## src/rtl/uart_transmitter_param.sv

```systemverilog
// uart_transmitter_param
//   Buffered UART transmitter. Characters written by the host are queued in a
//   FIFO and serialised LSB-first on data_out as start / 5..8 data / optional
//   parity / 1..2 stop bits. Frame format and baud divisor are sampled when a
//   character leaves the FIFO, so changing them mid-frame only affects later
//   characters.
//
// Ports
//   clock                 : single clock, rising edge
//   reset                 : asynchronous, active-low
//   data_in[7:0]          : character to enqueue
//   write_enable          : enqueue data_in on this edge
//   buffer_full_threshold : fill level at which buffer_full asserts
//   baudrate_select[1:0]  : picks BAUD_DIV0..BAUD_DIV3 (cycles per bit)
//   char_length[1:0]      : 5/6/7/8 data bits
//   parity_mode[1:0]      : 00 none, 01 even, 10 odd, 11 none
//   stop_bits             : 0 one stop bit, 1 two stop bits
//   buffer_full           : fill_level >= buffer_full_threshold (combinational)
//   buffer_empty          : fill_level == 0
//   fill_level            : FIFO occupancy 0..FIFO_DEPTH
//   overflow              : one-cycle pulse after a dropped write
//   busy                  : a frame is on the line
//   data_out              : serial line, idle high
//
// Handshake: write_enable is a fire-and-forget valid; the implicit ready is
// (fill_level < FIFO_DEPTH). A write while full is dropped and reported by
// overflow in the following cycle, even if a pop happens on the same edge.
module uart_transmitter_param #(
  parameter int unsigned FIFO_DEPTH = 32,
  parameter int unsigned BAUD_DIV0  = 5208,
  parameter int unsigned BAUD_DIV1  = 2604,
  parameter int unsigned BAUD_DIV2  = 434,
  parameter int unsigned BAUD_DIV3  = 54,
  localparam int unsigned TW = $clog2(FIFO_DEPTH) + 1
) (
  input  logic          clock,
  input  logic          reset,
  input  logic [7:0]    data_in,
  input  logic          write_enable,
  input  logic [TW-1:0] buffer_full_threshold,
  input  logic [1:0]    baudrate_select,
  input  logic [1:0]    char_length,
  input  logic [1:0]    parity_mode,
  input  logic          stop_bits,
  output logic          buffer_full,
  output logic          buffer_empty,
  output logic [TW-1:0] fill_level,
  output logic          overflow,
  output logic          busy,
  output logic          data_out
);

  localparam int unsigned AW = TW - 1;
  localparam int unsigned MAX01 = (BAUD_DIV0 > BAUD_DIV1) ? BAUD_DIV0 : BAUD_DIV1;
  localparam int unsigned MAX23 = (BAUD_DIV2 > BAUD_DIV3) ? BAUD_DIV2 : BAUD_DIV3;
  localparam int unsigned DIV_MAX = (MAX01 > MAX23) ? MAX01 : MAX23;
  localparam int unsigned DW = $clog2(DIV_MAX + 1);

  typedef enum logic [2:0] {IDLE, START, DATA, PARITY, STOP} state_t;

  // FIFO storage
  logic [7:0]    mem [FIFO_DEPTH];
  logic [AW-1:0] wr_ptr;
  logic [AW-1:0] rd_ptr;
  logic [TW-1:0] count;
  logic          full;
  logic          wr_accept;
  logic          pop;
  logic [7:0]    head;

  // Transmit path
  state_t        state;
  logic [DW-1:0] div_q;
  logic [DW-1:0] bit_cnt;
  logic          bit_end;
  logic [7:0]    shift_q;
  logic [2:0]    bit_idx;
  logic [2:0]    last_idx_q;
  logic          par_en_q;
  logic          par_bit_q;
  logic          two_stop_q;
  logic          stop_idx;

  // Values captured when a character is popped
  logic [DW-1:0] sel_div;
  logic [7:0]    len_mask;
  logic          new_par_bit;

  assign full         = (count == TW'(FIFO_DEPTH));
  assign wr_accept    = write_enable && !full;
  assign head         = mem[rd_ptr];
  assign bit_end      = (bit_cnt == div_q - DW'(1));
  assign fill_level   = count;
  assign buffer_empty = (count == '0);
  assign buffer_full  = (count >= buffer_full_threshold);

  // Pop from IDLE, or on the very last cycle of the final stop bit so the
  // next start bit follows without an idle gap.
  assign pop = (count != '0) &&
               ((state == IDLE) ||
                ((state == STOP) && bit_end && (stop_idx == two_stop_q)));

  always_comb begin
    sel_div  = DW'(BAUD_DIV0);
    len_mask = 8'hFF;
    case (baudrate_select)
      2'd0:    sel_div = DW'(BAUD_DIV0);
      2'd1:    sel_div = DW'(BAUD_DIV1);
      2'd2:    sel_div = DW'(BAUD_DIV2);
      default: sel_div = DW'(BAUD_DIV3);
    endcase
    case (char_length)
      2'd0:    len_mask = 8'h1F;
      2'd1:    len_mask = 8'h3F;
      2'd2:    len_mask = 8'h7F;
      default: len_mask = 8'hFF;
    endcase
    // Even parity is the XOR of the sent bits; odd (mode 10) inverts it.
    new_par_bit = (^(head & len_mask)) ^ parity_mode[1];
  end

  always_ff @(posedge clock) begin
    if (wr_accept) mem[wr_ptr] <= data_in;
  end

  always_ff @(posedge clock or negedge reset) begin
    if (!reset) begin
      wr_ptr   <= '0;
      rd_ptr   <= '0;
      count    <= '0;
      overflow <= 1'b0;
    end else begin
      overflow <= write_enable && full;
      if (wr_accept) wr_ptr <= wr_ptr + AW'(1);
      if (pop)       rd_ptr <= rd_ptr + AW'(1);
      case ({wr_accept, pop})
        2'b10:   count <= count + TW'(1);
        2'b01:   count <= count - TW'(1);
        default: count <= count;
      endcase
    end
  end

  always_ff @(posedge clock or negedge reset) begin
    if (!reset) begin
      state      <= IDLE;
      data_out   <= 1'b1;
      busy       <= 1'b0;
      div_q      <= DW'(1);
      bit_cnt    <= '0;
      shift_q    <= '0;
      bit_idx    <= '0;
      last_idx_q <= '0;
      par_en_q   <= 1'b0;
      par_bit_q  <= 1'b0;
      two_stop_q <= 1'b0;
      stop_idx   <= 1'b0;
    end else begin
      if (state != IDLE) bit_cnt <= bit_end ? '0 : bit_cnt + DW'(1);
      case (state)
        IDLE: begin
          data_out <= 1'b1;
          busy     <= 1'b0;
          if (pop) begin
            state      <= START;
            data_out   <= 1'b0;
            busy       <= 1'b1;
            bit_cnt    <= '0;
            shift_q    <= head;
            last_idx_q <= {1'b1, char_length};
            par_en_q   <= ^parity_mode;
            par_bit_q  <= new_par_bit;
            two_stop_q <= stop_bits;
            div_q      <= sel_div;
          end
        end
        START: begin
          if (bit_end) begin
            state    <= DATA;
            bit_idx  <= '0;
            data_out <= shift_q[0];
            shift_q  <= shift_q >> 1;
          end
        end
        DATA: begin
          if (bit_end) begin
            if (bit_idx == last_idx_q) begin
              if (par_en_q) begin
                state    <= PARITY;
                data_out <= par_bit_q;
              end else begin
                state    <= STOP;
                stop_idx <= 1'b0;
                data_out <= 1'b1;
              end
            end else begin
              bit_idx  <= bit_idx + 3'd1;
              data_out <= shift_q[0];
              shift_q  <= shift_q >> 1;
            end
          end
        end
        PARITY: begin
          if (bit_end) begin
            state    <= STOP;
            stop_idx <= 1'b0;
            data_out <= 1'b1;
          end
        end
        STOP: begin
          if (bit_end) begin
            if (stop_idx == two_stop_q) begin
              if (pop) begin
                state      <= START;
                data_out   <= 1'b0;
                bit_cnt    <= '0;
                shift_q    <= head;
                last_idx_q <= {1'b1, char_length};
                par_en_q   <= ^parity_mode;
                par_bit_q  <= new_par_bit;
                two_stop_q <= stop_bits;
                div_q      <= sel_div;
              end else begin
                state    <= IDLE;
                data_out <= 1'b1;
                busy     <= 1'b0;
              end
            end else begin
              stop_idx <= 1'b1;
            end
          end
        end
        default: begin
          state    <= IDLE;
          data_out <= 1'b1;
          busy     <= 1'b0;
        end
      endcase
    end
  end

endmodule

```

## config.mk

```make
export PLATFORM = sky130hd
export DESIGN_NAME = uart_transmitter_param
export DESIGN_NICKNAME = d
export VERILOG_FILES = /design/src/rtl/uart_transmitter_param.sv
export SDC_FILE = /design/constraint.sdc
export NUM_CORES = 1
export LEC_CHECK = 0
export ABC_AREA = 1
export CAP_MARGIN = 20
export CORE_MARGIN = 2
export CORE_UTILIZATION = 55
export DETAILED_ROUTE_END_ITERATION = 12
export GPL_ROUTABILITY_DRIVEN = 0
export PLACE_DENSITY = 0.75
export SLEW_MARGIN = 20
export SYNTH_ARGS = -nofsm -noshare
export SYNTH_HDL_FRONTEND = slang
export SYNTH_SLANG_ARGS = --single-unit
```

## constraint.sdc

```tcl
create_clock -name clock -period 3.5 [get_ports clock]
set_clock_uncertainty 0.2 [all_clocks]
set_input_delay 0.7 -clock clock [delete_from_list [all_inputs] [get_ports clock]]
set_output_delay 0.7 -clock clock [all_outputs]
set_load 0.1 [all_outputs]
```

==> summary.md <==
| Metric | Value |
|---|---|
| Status | finished clean |
| Cell Chain, Critical Path | clkdlybuf4s50_1 > inv_1 > ha_1 > a21boi_0 > o21a_1 > o21a_1 > o21a_1 > o21ai_1 > nand2_1 > buf_12 |
| CP max stage delay | 0.45 ns |
| Clk Latency, worst-skew pair | ~0.5 ns |
| Max-cap violations | 0 |
| WP data arrival | 2.46 ns |
| Post-Syn Area | 14370 µm² |
| Maximum VDD drop | 0.6347 mV |
| Cell with the most instances after synthesis | nand2_1 |
| Clk slew on worst S/H paths | ~0.06 ns |
| Antenna violations before repair | 0 |
| Simple-gate share of the synthesized area | ~22% |
| DRT antenna net count | 0 |
| First-pass DRT Iterations | 7 |
| Leading post-synthesis cells by cell area | edfxtp_1 53%, dfrtp_1 10%, nand2_1 9.8% |
| Tmin final | 3.362 ns |
| Htree depth | 2 |
| DR WL/cell | 16.80 µm |
| Nets@finish | around 1500 |
| Vias per Instance | 5.452 |
| Clk sinks | 318 |
| Vias post-DR | 10180 |
| Synthesis-to-finish area growth | 15.18% |
| Synthesized net count | around 1500 |
| Crit path capture type | output pin |
| Fillcell total | between 1500 and 2000 |
| CP bufs+invs | 3 |
| Crit path launch type | input pin |
| Number of global-route vias before repair | 9785 |
| Synth Area in XOR/XNOR | 2.316% |
| Synthesis warning total | 0 |
| Synth Area in Compound Gates | 5.503% |
| Pwr/cell area | around 850 nW/µm² |
| Adder-Cell Fraction of Synth Area | 1.480% |
| DRC violations left | 0 |
| Yosys reg bits | 318 |
| Final Util | 64.06% |
| Top cell by count, worst path | o21a_1 |
| Leak | ~6.6 nW |
| Detail Placement HPWL | 19500 µm |
| Top FF cell, synth | edfxtp_1 |
| Final Hold Viols | 0 |
| Initial Utilization | 55.62% |
| Post-synth top area share | 53.50% |
| Mean post-synth cell area | 10.11 µm² |
| Deepest clock path buffer count | 3 |
| Top delay family on crit path | compound AO/OA/AOI/OAI gates |
| Hold Buf Count CTS | 0 |
| CP max FO | 1 |
| Die width | 165.6 µm |
| CP Class | in -> out |
| I/O pins | 35 |
| Crit share post-route | 96.05% |
| Post-synth top cells | 376 x nand2_1, 256 x edfxtp_1, 196 x nor2_1 |
| Worst-margin pin slew | 0.8463 ns |
| Die ar. | 27440 µm² |
| # port buffers | 34 |
| Critical Path RT | 2.60 ns |
| Slew Viols, Final | 0 |
| TritonCTS clock tree | done |
| Final wirelength | around 31000 µm |
| Largest family of logic cells by synthesized area | simple AND/OR/NAND/NOR gates |
| Die height | approximately 170 µm |
| Largest net degree at the start of global routing | 72 |
| Antenna cells | 0 |
| # rows | 59 |
| Area leader, netlist | edfxtp_1 |
| Synth cell types | 45 |
| Slowest CP cell | clkdlybuf4s50_1 |
| First-pass GRT wire length | approximately 50000 µm |
| CTS root buffer | clkbuf_16 |
| Layout cells sized above 1 | between 10% and 20% |
| Max Clk Rate | 0.2975 GHz |
| GRT Overall Usage | a little under a quarter |
| # setup viols final | 0 |
| Synth Instances | 1421 |
| Number of flops mapped to enable cells by yosys | 256 |
| Initial DRC Count | 1020 |
| Core ar. | roughly 26000 µm² |
| Seq/Total Area, Yosys | 64.31% |
| Congestion Overflow GR | 0 |
| Slew HR | 43.58% |
| Synth async-reset ratio | around a fifth |
| Mux cell area share after synthesis | less than 1% |
| Pwr Total | between 10 and 15 mW |
| Cts bufs inserted | 34 |
| HP Class | in -> async |
==> timing repair <==
action	4_1_cts	5_1_grt
setup buffers	0	6
pin swaps	0	12
endpoints found under the setup margin	1	3
gates resized for setup	2	13
==> sequential cells by signal, summed over array words and instances (netlist names) <==
signal and count:
mem 256, data_out 1, two_stop_q 1, par_en_q 1, div_q 9, state 3
stop_idx 1, wr_ptr 5, fill_level 6, last_idx_q 3, shift_q 8, bit_idx 3
busy 1, overflow 1, par_bit_q 1, bit_cnt 13, rd_ptr 5
==> metrics by stage <==
step | hold slack (ns) | cell area (µm²) | TNS, ns | std cells | setup slack (ns)
floorplan | 0.2044 | 14440 | 0 | 1421 | 0.01533
global placement | 0.2582 | 15400 | 0 | 1800 | 0.08412
detailed placement | 0.2638 | 15400 | -0.07165 | 1800 | -0.07165
CTS | 0.1095 | 16460 | 0 | 1861 | 0.05259
global route | 0.1519 | 16550 | -0.02379 | 1867 | -0.01819
finish | 0.09292 | 16550 | 0 | 1867 | 0.1383
==> where the power goes <==
part	switching, mW	total [mW]	internal (mW)
combinational	3.82	5.63	1.81
clock	1.38	3.38	2.01
sequential	0.397	4.97	4.57
total	5.60	14.0	8.39
==> layer usage <==
| metal | vias to the layer above | routed length (µm) | track usage, % |
|---|---|---|---|
| met5 | - | 0 | 0 |
| met1 | 4820 | 13030 | 30.15 |
| met4 | 0 | 1276 | 9.868 |
| met2 | 323 | 15130 | 37.90 |
| met3 | 94 | 1935 | 3.584 |
| li1 | 4942 | - | - |
==> cell usage in the layout (no fill, tap or decap), drive strengths merged, types with 4 or more instances in the layout <==
cell             n
xnor2           18
dfrtp           60
o21ai           88
nand4            7
or2              4
clkbuf          47
o21a             6
clkinv          14
inv             99
nand2          379
ha              17
nor3             8
xor2            20
nor2           204
buf             82
nand3          140
clkdlybuf4s50   22
o211ai          12
a21oi           30
edfxtp         256
==> path summary, 6_finish.rpt <==
check / cells after the start / slack (ns) / start / endpoint
max: 10 / 0.14 / buffer_full_threshold[1] / buffer_full
min: 1 / 0.09 / reset / fill_level[2]
max reg2reg: 20 / 0.17 / div_q[0] / fill_level[5]
min reg2reg: 2 / 0.27 / shift_q[3] / shift_q[3]
max in group asynchronous: 2 / 2.20 / reset / data_out
min in group clock: 2 / 0.27 / shift_q[3] / shift_q[3]
==> cell families (layout without fill, tap and decap cells) <==
kind of cell | after synthesis | in the layout
AOI/OAI and AO/OA | 144 | 144
muxes | 1 | 1
buffers and inverters | 156 | 267
and+or+nand+nor | 747 | 747
adders and majority gates | 17 | 17
DFF | 318 | 318
xor gates and xnor gates | 38 | 38
==> layout make-up <==
| class | count | area [µm²] | area share [%] |
|---|---|---|---|
| clock buffer | 47 | 930.9 | 5.624 |
| clock inverter | 14 | 115.1 | 0.6954 |
| inverter | 102 | 389.1 | 2.351 |
| multi-input combinational | 947 | 4546 | 27.46 |
| sequential | 318 | 9269 | 56.00 |
| tap | 335 | 419.2 | 2.532 |
| timing repair buffer | 104 | 883.3 | 5.337 |
Power figures use the tool's default switching activity.
